===== src/rtl/typed_ndata_rr_select.sv =====
// Packet-level round-robin arbiter feeding the select stream of the typed N-stream mux.
// A grant is held until the mux reports end of packet; MAX_BURST caps consecutive packets per stream.
//
// state   | meaning
// IDLE    | no grant outstanding, searching from ptr each cycle
// GRANT   | select_valid high, select_data held until select_ready
module typed_ndata_rr_select #(
    parameter int NUM_STREAMS = 4,
    parameter int MAX_BURST   = 1,
    localparam int IDX_W      = (NUM_STREAMS > 1) ? $clog2(NUM_STREAMS) : 1
) (
    input  logic                   clk,
    input  logic                   rst,
    input  logic [NUM_STREAMS-1:0] in_valid,
    output logic [IDX_W-1:0]       select_data,
    output logic                   select_valid,
    input  logic                   select_ready
);

    localparam int BC_W = $clog2(MAX_BURST + 1);

    localparam logic [0:0] ST_IDLE  = 1'b0;
    localparam logic [0:0] ST_GRANT = 1'b1;

    logic [0:0]       state;
    logic [IDX_W-1:0] grant_idx;
    logic [IDX_W-1:0] ptr;
    logic [BC_W-1:0]  burst_cnt;

    logic             idle_found;
    logic [IDX_W-1:0] idle_pick;
    logic             rot_found;
    logic [IDX_W-1:0] rot_pick;
    logic [IDX_W-1:0] next_ptr;
    logic [BC_W:0]    nb;
    logic             stay_burst;

    // Cyclic first-set search starting at p; the wrap is modulo NUM_STREAMS, not a power of 2.
    function automatic logic [IDX_W:0] pick(input logic [IDX_W-1:0] p,
                                            input logic [NUM_STREAMS-1:0] v);
        logic             found;
        logic [IDX_W-1:0] idx;
        found = 1'b0;
        idx   = '0;
        for (int k = 0; k < NUM_STREAMS; k++) begin
            int j;
            j = (int'(p) + k) % NUM_STREAMS;
            if (!found && v[j]) begin
                found = 1'b1;
                idx   = IDX_W'(j);
            end
        end
        return {found, idx};
    endfunction

    assign {idle_found, idle_pick} = pick(ptr, in_valid);

    assign next_ptr = (grant_idx == IDX_W'(NUM_STREAMS - 1)) ? '0 : grant_idx + IDX_W'(1);
    assign {rot_found, rot_pick} = pick(next_ptr, in_valid);

    assign nb         = {1'b0, burst_cnt} + (BC_W+1)'(1);
    assign stay_burst = (nb < (BC_W+1)'(MAX_BURST)) && in_valid[grant_idx];

    always_ff @(posedge clk) begin
        if (rst) begin
            state     <= ST_IDLE;
            grant_idx <= '0;
            ptr       <= '0;
            burst_cnt <= '0;
        end else begin
            case (state)
                ST_IDLE: begin
                    if (idle_found) begin
                        grant_idx <= idle_pick;
                        burst_cnt <= '0;
                        state     <= ST_GRANT;
                    end
                end
                ST_GRANT: begin
                    if (select_ready) begin
                        if (stay_burst) begin
                            burst_cnt <= nb[BC_W-1:0];
                        end else begin
                            ptr       <= next_ptr;
                            burst_cnt <= '0;
                            if (rot_found) begin
                                grant_idx <= rot_pick;
                            end else begin
                                state <= ST_IDLE;
                            end
                        end
                    end
                end
                default: state <= ST_IDLE;
            endcase
        end
    end

    assign select_valid = (state == ST_GRANT);
    assign select_data  = grant_idx;

endmodule


===== config.mk =====
export PLATFORM = sky130hd
export DESIGN_NAME = typed_ndata_rr_select
export DESIGN_NICKNAME = d
export VERILOG_FILES = /design/src/rtl/typed_ndata_rr_select.sv
export SDC_FILE = /design/constraint.sdc
export NUM_CORES = 1
export LEC_CHECK = 0
export ABC_AREA = 1
export BUFFER_PORTS_ARGS = -buffer_cell sky130_fd_sc_hd__buf_2
export CAP_MARGIN = 20
export CORE_UTILIZATION = 50
export DETAILED_ROUTE_END_ITERATION = 12
export HOLD_SLACK_MARGIN = 0.05
export PLACE_DENSITY = 0.7
export SLEW_MARGIN = 5
export SYNTH_ARGS = -nofsm -noshare
export SYNTH_HDL_FRONTEND = slang
export SYNTH_SLANG_ARGS = --single-unit
export TNS_END_PERCENT = 50

===== constraint.sdc =====
create_clock -name clk -period 2.4 [get_ports clk]
set_clock_uncertainty 0.05 [all_clocks]
set_input_delay 0.36 -clock clk [delete_from_list [all_inputs] [get_ports clk]]
set_output_delay 0.36 -clock clk [all_outputs]
set_load 0.005 [all_outputs]

* Word-level counts from Yosys, hierarchy flattened
Cells that the tools add are included.
** Word-level totals
- Input port bits :: 7
- Flip-flop bits (word level) :: 6
** Cells by class
- Bitwise logic cells :: 8
- $add $sub $neg :: 8
- Magnitude comparators :: 10
- Mux-type cells :: 55
- Equality and inequality tests :: 5
- Reductions and logical operators :: 22
** Operator list (number)
- $mux W1 :: 30
- $mux W2 :: 13
- $lt A3 B4 Y1 const B :: 6
- $bmux W1 S2 :: 9
- $reduce_or A2 Y1 :: 6
- $lt A2 B3 Y1 const B :: 3
- $add A2 B2 Y2 const B :: 4
- $logic_and A1 B1 Y1 :: 7
- $add A2 B1 Y2 const B :: 3
- $and A1 B1 Y1 const A :: 6
- $logic_not A1 Y1 :: 6
- $ne A2 B2 Y1 const B :: 3
- $pmux W1 S2 :: 2
- $pmux W2 S2 :: 1
- $reduce_and A4 Y1 :: 1
- $reduce_and A3 Y1 :: 1
- $add A1 B1 Y2 const B :: 1
- $eq A2 B2 Y1 const B :: 1
- $lt A2 B1 Y1 const B :: 1
- $ne A2 B1 Y1 const B :: 1
- $not A1 Y1 :: 2
- $reduce_and A2 Y1 :: 1

* Logic depth before layout (Yosys ltp)
Gate-level depths: netlist (run 1).
- Depth in word-level cells :: 20
- Gate-level depth with buffers :: 14
- Mapped depth without buffers :: 13

* Worst setup path before layout (run 1)
OpenSTA, ideal clock, no wires.
- Path type :: register to register
- From :: register grant_idx[0] (netlist: select_data[0])
- To :: register grant_idx[0] (netlist: select_data[0])
- Setup time :: 0.115 ns
- Cell stages (with the launch flop) :: 14
- Data required time :: 2.235 ns
- Path slack :: 0.550 ns
- Buffers on the path :: 1
- Arrival time :: 1.686 ns
- Path through :: dfxtp_1 -> buf_6 -> inv_6 -> ha_1 -> inv_2 -> nand2_1 -> nand2_2 -> nand2_1 -> nand2_1 -> nand3_2 -> nand2_2 -> nand2_2 -> o21ai_1 -> nor2_1
** On the way
- Word-level cells in the longest chain between the ends :: 18
- Elaborated cells between the ends (all ways) :: 41
- Classes of those cells :: add/sub: 4; eq/ne: 3; mux: 26; reduce/logical: 8
** Ends and longest elaborated chain
- from (decl) :: RTL line 26 : logic [IDX_W-1:0] grant_idx;
- from (signal assigned) :: RTL line 74 : grant_idx <= idle_pick;
- from (signal assigned) :: RTL line 87 : grant_idx <= rot_pick;
- $add A2 B1 Y2 / $eq A2 B2 Y1 (equally long branches) :: RTL line 58 : assign next_ptr = (grant_idx == IDX_W'(NUM_STREAMS - 1)) ? '0 : grant_idx + IDX_W'(1);
- $mux W2 (*) :: RTL line 58
- via next_ptr[1] :: RTL line 34 : logic [IDX_W-1:0] next_ptr;
- $add A2 B1 Y2 / $bmux W1 S2 (equally long branches) :: RTL line 47, 48
- $bmux W1 S2 / $mux W1 (equally long branches) :: RTL line 48 : if (!found && v[j]) begin
- $mux W1 (not written as such) :: RTL line 48
- $mux W1 (not written as such) / $logic_not A1 Y1 (equally long branches) :: RTL line 48
- $logic_and A1 B1 Y1 :: RTL line 48
- [... 3 more ...]
- $mux W1 :: RTL line 48
- $logic_not A1 Y1 :: RTL line 48
- $logic_and A1 B1 Y1 :: RTL line 48
- $mux W2 :: RTL line 48
- $mux W2 :: RTL line 86 : if (rot_found) begin
- $mux W2 :: RTL line 81 : if (stay_burst) begin
- $mux W2 :: RTL line 80 : if (select_ready) begin
- $pmux W2 S2 :: RTL line 71 : case (state)
Mark *: on every way through the listed nets, which the timed path passes. The rest lies on a longest branch. The select of a mux whose other input is x is not followed.
A chain may end at the register's enable or synchronous reset.

* Worst setup path in the final report (run 1)
Same ends and word-level chain as after synthesis.

==> results of run 1 <==
## final timing paths
kind	depth (start not counted)	endpoint	start	slack (ns)
setup / recovery	11	select_data[0]	select_data[0]	0.53
hold / removal	4	select_data[1]	rst	0.35
setup reg to reg	11	select_data[0]	select_data[0]	0.53
hold reg to reg	2	select_valid	select_valid	0.56
## report_power, final
part	switching, mW	internal, mW	total, mW	leakage, nW
Clock	0.0371	0.0630	0.100	0.0150
Sequential	0.0221	0.0989	0.121	0.0416
Combinational	0.375	0.204	0.579	0.490
Total	0.434	0.366	0.800	0.546
## metal layers
layer  track usage (%)  part of all wire (%)  up-vias
met5                 0                     0        -
met4             5.625                     0        0
met3             3.750                   2.0        0
met2             41.49                    50        5
met1             29.55                    48      431
li1                  -                     -      511
## cell type report
| cell class | instances | area, µm² | share of cell area [%] |
|---|---|---|---|
| timing repair buffer | 10 | 52.55 | 5.548 |
| multi-input combinational | 125 | 656.9 | 69.35 |
| sequential | 5 | 100.1 | 10.57 |
| tap | 16 | 20.02 | 2.114 |
| clock buffer | 4 | 26.28 | 2.774 |
| inverter | 23 | 91.34 | 9.643 |
## metrics by stage
step                hold slack, ns  area (µm²)  utilization (%)  power, mW
floorplan                   0.4882       870.8                -     0.6024
global placement            0.5630       920.9            59.07     0.6901
detailed placement          0.5646       920.9            59.07     0.7012
CTS                         0.3501       947.2            60.75     0.8041
global route                0.3922       947.2            60.75     0.8871
finish                      0.3498       947.2            60.75     0.8001
## state kept, by name, summed over array words and instances, names as in the netlist
name / flops
select_data: 2
select_valid: 1
ptr: 2
## placed cells by master, fill, tap and decap left out, types with 2 or more instances in the layout
| master | instances |
|---|---|
| nand2_1 | 57 |
| inv_1 | 17 |
| nand2_2 | 13 |
| nand3_1 | 12 |
| nor2_1 | 10 |
| buf_2 | 9 |
| inv_2 | 5 |
| nand3_2 | 5 |
| a21oi_1 | 5 |
| dfxtp_1 | 5 |
| nor2_4 | 4 |
| nand4_1 | 4 |
| o21ai_1 | 3 |
| o21ai_0 | 3 |
| ha_1 | 3 |
| clkbuf_4 | 3 |
| nand2_4 | 2 |
## kinds of logic (layout without fill, tap and decap cells)
family,Yosys count,after routing,share of synthesized area [%]
buffers and inverters,25,37,13.07
DFF,5,5,11.49
adders and majority gates,3,3,4.311
and+or+nand+nor,108,108,62.21
AOI/OAI and AO/OA,14,14,8.908
## worst min-delay path: stages
cell	delay, ns
buf_2	0.07
inv_1	0.06
nand2_1	0.07
a21oi_1	0.03
==> impl_metrics.env, run 1 <==
export IMPL_postRouteAntennaNets=0
export IMPL_netlist_cell_type_count=21
export IMPL_layout_setup_ws_ns=0.5312
export IMPL_yosysSeqAreaShare_pct=11.49
export IMPL_synth_ff_type="dfxtp_1"
export IMPL_crit_buf_inv=2
export IMPL_ys_ff_latch=5
export IMPL_synth_top_area_share_pct=24.57
export IMPL_fin_crit_ns=1.869
export IMPL_clk_latency_ns=0.25
export IMPL_ctsRootBufferMaster="clkbuf_4"
export IMPL_worstMarginPinSlew_ns=0.4068
export IMPL_postSynthAreaPerCell_um2=5.618
export IMPL_synth_top_cell_by_area="nand2_1"
export IMPL_core_area_um2=1559
export IMPL_synth_common_cells="57 x nand2_1, 17 x inv_1, 13 x nand2_2"
export IMPL_startpoint_type="flip-flop"
export IMPL_path_class="reg2reg"
export IMPL_grt_antenna_before_repair=0
export IMPL_routed_wirelength_mm=1.898
export IMPL_fin_setup_tns_ns=0
export IMPL_syn_inst=155
export IMPL_dr_pass1_iters=6
export IMPL_synthesis_area_um2=870.8
export IMPL_postCtsSetupBuffers=0
export IMPL_clkTransAtPathRegs_ns=0.05
export IMPL_timing_critical_path_cells="inv_6 > ha_1 > inv_2 > nand3_2 > nand2_2 > nor2_4 > nand3_2 > nand2_2 > nand2_2 > o21ai_1 > nor2_1"
export IMPL_synth_most_common_cell="nand2_1"
export IMPL_dpl_cell_count=179
export IMPL_setup_viol=0
export IMPL_cts_tree="built"
export IMPL_routed_via_density=5.175
export IMPL_arrival_ns=1.96
export IMPL_vias=947
export IMPL_hold_buffers=0
export IMPL_slew_headroom_pct=72.84
export IMPL_num_nets_final=178
export IMPL_fin_cells=183
export IMPL_grt_use_total_pct=23.50
export IMPL_die_area_um2=1913
export IMPL_crit_slowest_cell="ha_1"
export IMPL_cts_made_buffers=3
export IMPL_htree_levels=1
export IMPL_cpPeakStageDelay_ns=0.43
export IMPL_drt_drc_violations_left=0
export IMPL_syn_to_final_growth_pct=8.764
export IMPL_required_ns=2.49
export IMPL_dpl_hpwl_mm=1.626
export IMPL_io_buffers=9
export IMPL_p_leak_nw=0.5464
export IMPL_grt_max_degree=13
export IMPL_cpMostUsedCell="nand2_2"
export IMPL_cts_sinks=5
export IMPL_critPathTopFamily="simple AND/OR/NAND/NOR gates"
export IMPL_critPathCaptureType="flip-flop"
export IMPL_layout_drive_gt1_share_pct=26.35
export IMPL_outcome="finished, final reports clean"
export IMPL_diodes=0
export IMPL_ir_drop_uv=458.4
export IMPL_routedWlPerCell_um=10.37
export IMPL_overflow=0
export IMPL_cellPowerDensity_nw_per_um2=844.7
export IMPL_async_flop_share_pct=0
export IMPL_preCtsSetupSlack_ns=0.5397
export IMPL_yosysWarnings=0
export IMPL_drt_iter0_drc=13
export IMPL_cap_violations=0
export IMPL_rsz0062_at_grt="no"
export IMPL_die_w_um=43.74
export IMPL_fill_cells=167
export IMPL_fmax_mhz=535.1
export IMPL_dieHeight_um=43.74
export IMPL_hold_viol_final=0
export IMPL_synth_edf_count=0
export IMPL_clk_path_buf_depth=2
export IMPL_post_cts_resized=0
export IMPL_gp_congestion=0.8276
export IMPL_synth_area_top_cells="nand2_1 25%, dfxtp_1 11%, nand2_2 9.3%"
export IMPL_post_route_period_util_pct=77.87
export IMPL_grt_pass1_wl_mm=3.436
export IMPL_grt_pass1_vias=862
export IMPL_critPathMaxFanout=7
export IMPL_syn_nets=165
export IMPL_io_pins=10
export IMPL_start_util_pct=55.86
export IMPL_hold_path_class="in2reg"
export IMPL_report_final_slew_viol_count=0
export IMPL_row_count=14
Power figures use the tool's default switching activity.
==> inputs of run 2 (changes only) <==
--- a/config.mk
+++ b/config.mk
@@ -5,13 +5,13 @@
 export SDC_FILE = /design/constraint.sdc
 export NUM_CORES = 1
 export LEC_CHECK = 0
-export ABC_AREA = 1
+export ABC_AREA = 0
 export BUFFER_PORTS_ARGS = -buffer_cell sky130_fd_sc_hd__buf_2
 export CAP_MARGIN = 20
 export CORE_UTILIZATION = 50
 export DETAILED_ROUTE_END_ITERATION = 12
 export HOLD_SLACK_MARGIN = 0.05
-export PLACE_DENSITY = 0.7
+export PLACE_DENSITY = 0.74
 export SLEW_MARGIN = 5
 export SYNTH_ARGS = -nofsm -noshare
 export SYNTH_HDL_FRONTEND = slang
==> constraint.sdc (replaced) <==
create_clock -name clk -period 1.57 [get_ports clk]
set_clock_uncertainty 0.05 [all_clocks]
set_input_delay 0.2355 -clock clk [delete_from_list [all_inputs] [get_ports clk]]
set_output_delay 0.2355 -clock clk [all_outputs]
set_load 0.005 [all_outputs]
==> run 2 against run 1 <==
  * The run now ends with setup timing left
  * Total power rose by 59%
  * Combinational power rose by 61%
  * Core utilization rose by 26 points
  * Worst setup slack got worse by 1.3 ns
  * Routed wire length rose by 70%
  * Synthesized area fell by 17%
  * Critical endpoint unchanged
==> impl_metrics.env, run 2 <==
export IMPL_synthesis_area_um2=726.9
export IMPL_num_nets_final=152
export IMPL_start_util_pct=54.50
export IMPL_layout_drive_gt1_share_pct=49.65
export IMPL_ctsRootBufferMaster="clkbuf_4"
export IMPL_io_pins=10
export IMPL_ir_drop_uv=771.3
export IMPL_routed_via_density=6.853
export IMPL_yosysSeqAreaShare_pct=13.77
export IMPL_synth_common_cells="11 x nand2_1, 9 x nor2_1, 7 x a21oi_1"
export IMPL_clk_latency_ns=0.25
export IMPL_clk_path_buf_depth=2
export IMPL_drt_iter0_drc=78
export IMPL_cap_violations=0
export IMPL_grt_pass1_vias=829
export IMPL_hold_ws_ns=0.2326
export IMPL_synth_ff_type="dfxtp_1"
export IMPL_slew_headroom_pct=46.73
export IMPL_setup_viol=3
export IMPL_post_route_period_util_pct=150.0
export IMPL_fin_crit_ns=2.355
export IMPL_cpMostUsedCell="a211oi_2"
export IMPL_gp_congestion=0.8452
export IMPL_overflow=0
export IMPL_syn_to_final_growth_pct=58.69
export IMPL_required_ns=1.67
export IMPL_cts_sinks=5
export IMPL_arrival_ns=2.46
export IMPL_synth_most_common_cell="nand2_1"
export IMPL_outcome="finished, violations left"
export IMPL_postRouteAntennaNets=0
export IMPL_netlist_cell_type_count=39
export IMPL_yosysWarnings=0
export IMPL_final_cell_mix="34 x buf_4, 11 x nand2_1, 9 x buf_2, 8 x nor2_1, 6 x a21oi_1"
export IMPL_io_buffers=9
export IMPL_vias=1069
export IMPL_grt_max_degree=12
export IMPL_dpl_hpwl_mm=1.736
export IMPL_die_area_um2=1610
export IMPL_crit_slowest_cell="or4_1"
export IMPL_dieHeight_um=40.13
export IMPL_diodes=0
export IMPL_routed_wirelength_mm=3.227
export IMPL_postSynthAreaPerCell_um2=7.197
export IMPL_grt_pass1_wl_mm=3.864
export IMPL_core_area_um2=1334
export IMPL_async_flop_share_pct=0
export IMPL_grt_use_total_pct=36.22
export IMPL_syn_inst=101
export IMPL_layout_setup_ws_ns=-0.7848
export IMPL_syn_nets=111
export IMPL_cts_made_buffers=3
export IMPL_row_count=13
export IMPL_violations="setup timing"
export IMPL_cellPowerDensity_nw_per_um2=1103
export IMPL_cpPeakStageDelay_ns=0.54
export IMPL_dr_pass1_iters=4
export IMPL_synth_top_cell_by_area="dfxtp_1"
export IMPL_die_w_um=40.13
export IMPL_p_leak_nw=0.5223
export IMPL_fin_setup_tns_ns=-1.870
export IMPL_hold_path_class="in2reg"
export IMPL_grt_antenna_before_repair=0
export IMPL_clkTransAtPathRegs_ns=0.06
export IMPL_critPathCaptureType="flip-flop"
export IMPL_synth_edf_count=0
export IMPL_hold_viol_final=0
export IMPL_routedWlPerCell_um=20.69
export IMPL_timing_critical_path_cells="inv_4 > ha_4 > mux4_2 > or4_1 > o311a_1 > o32ai_2 > a211oi_2 > a211oi_2"
export IMPL_fmax_mhz=424.7
export IMPL_worstMarginPinSlew_ns=0.7789
export IMPL_path_class="reg2reg"
export IMPL_cts_tree="built"
export IMPL_synth_top_area_share_pct=13.77
export IMPL_critPathMaxFanout=6
export IMPL_rsz0062_at_grt="yes"
export IMPL_ys_ff_latch=5
export IMPL_synth_area_top_cells="dfxtp_1 14%, mux2i_1 8.3%, nand2_1 5.7%"
export IMPL_hold_buffers=0
export IMPL_drt_drc_violations_left=0
export IMPL_htree_levels=1
export IMPL_report_final_slew_viol_count=0
export IMPL_startpoint_type="flip-flop"
export IMPL_layout_commonest_cell="buf_4"
## run 2: cell count changes after synthesis, sizes merged, moves of 3 or more
cell and change:
nand2 -61, inv -17, nand3 -13, clkbuf +6
mux2i +6, nor2 -5, o21ai -5, nand4 -4
nor3 +4, a211oi +3, nor2b +3
## run 2: layout make-up
cell class	count	area, µm²
clock buffer	4	26.28
fill	70	180.2
inverter	6	25.02
multi-input combinational	81	655.6
sequential	5	105.1
tap	15	18.77
timing repair buffer	45	322.8
## run 2: worst max-delay path, delay by kind of cell, from the launching register on
family | cells | cell delay, ns
AO/OA/AOI/OAI | 4 | 0.56
adder cells (fa/ha/maj) | 1 | 0.31
buffers and inverters | 1 | 0.05
flip-flops | 1 | 0.40
multiplexers | 1 | 0.33
AND/OR/NAND/NOR | 1 | 0.54
## run 2: final timing paths
| check | from | end | slack, ns | depth (start not counted) |
|---|---|---|---|---|
| worst max-delay path | select_data[0] | select_data[0] | -0.78 | 8 |
| worst min-delay path | rst | select_valid | 0.23 | 2 |
| worst max register to register | select_data[0] | select_data[0] | -0.78 | 8 |
| worst min register to register | ptr[1] | ptr[1] | 0.55 | 2 |
## run 2: power breakdown
part / switching [mW] / total [mW] / internal [mW]
clock: 0.0643 / 0.161 / 0.0968
sequential: 0.0322 / 0.181 / 0.148
combinational: 0.444 / 0.931 / 0.487
total: 0.540 / 1.27 / 0.732
## run 2: logic make-up after synthesis
family | share of synthesized area, %
AO/OA/AOI/OAI | 28.74
multiplexers | 14.46
adder cells (fa/ha/maj) | 5.164
flip-flops | 13.77
AND/OR/NAND/NOR | 28.74
buffers and inverters | 9.122
## run 2: repair_timing
| item | 4_1_cts | 5_1_grt |
|---|---|---|
| gates resized for setup | 8 | 11 |
| buffers inserted | 2 | 5 |
| pin swaps | 7 | 5 |
| hold endpoints to repair | 0 | 0 |
| endpoints found under the setup margin | 3 | 3 |
## run 2: per-stage QoR
step | area [µm²] | instances | setup slack [ns] | power [mW] | util (%)
2_1_floorplan | 757.0 | 101 | -0.7395 | 0.5801 | -
3_3_place_gp | 988.4 | 145 | -0.5592 | 0.8263 | 74.11
3_5_place_dp | 988.4 | 145 | -0.6118 | 0.8496 | 74.11
4_1_cts | 1066 | 151 | -0.5576 | 1.063 | 79.93
5_1_grt | 1154 | 156 | -0.8145 | 1.329 | 86.49
6_report | 1154 | 156 | -0.7848 | 1.273 | 86.49
## run 2: metal layers
| metal | track usage [%] | part of all wire (%) | vias to the layer above |
|---|---|---|---|
| li1 | - | - | 457 |
| met1 | 46.15 | 39 | 495 |
| met2 | 58.06 | 44 | 95 |
| met3 | 8.889 | 12 | 22 |
| met4 | 13.79 | 5.0 | 0 |
| met5 | 0 | 0 | - |
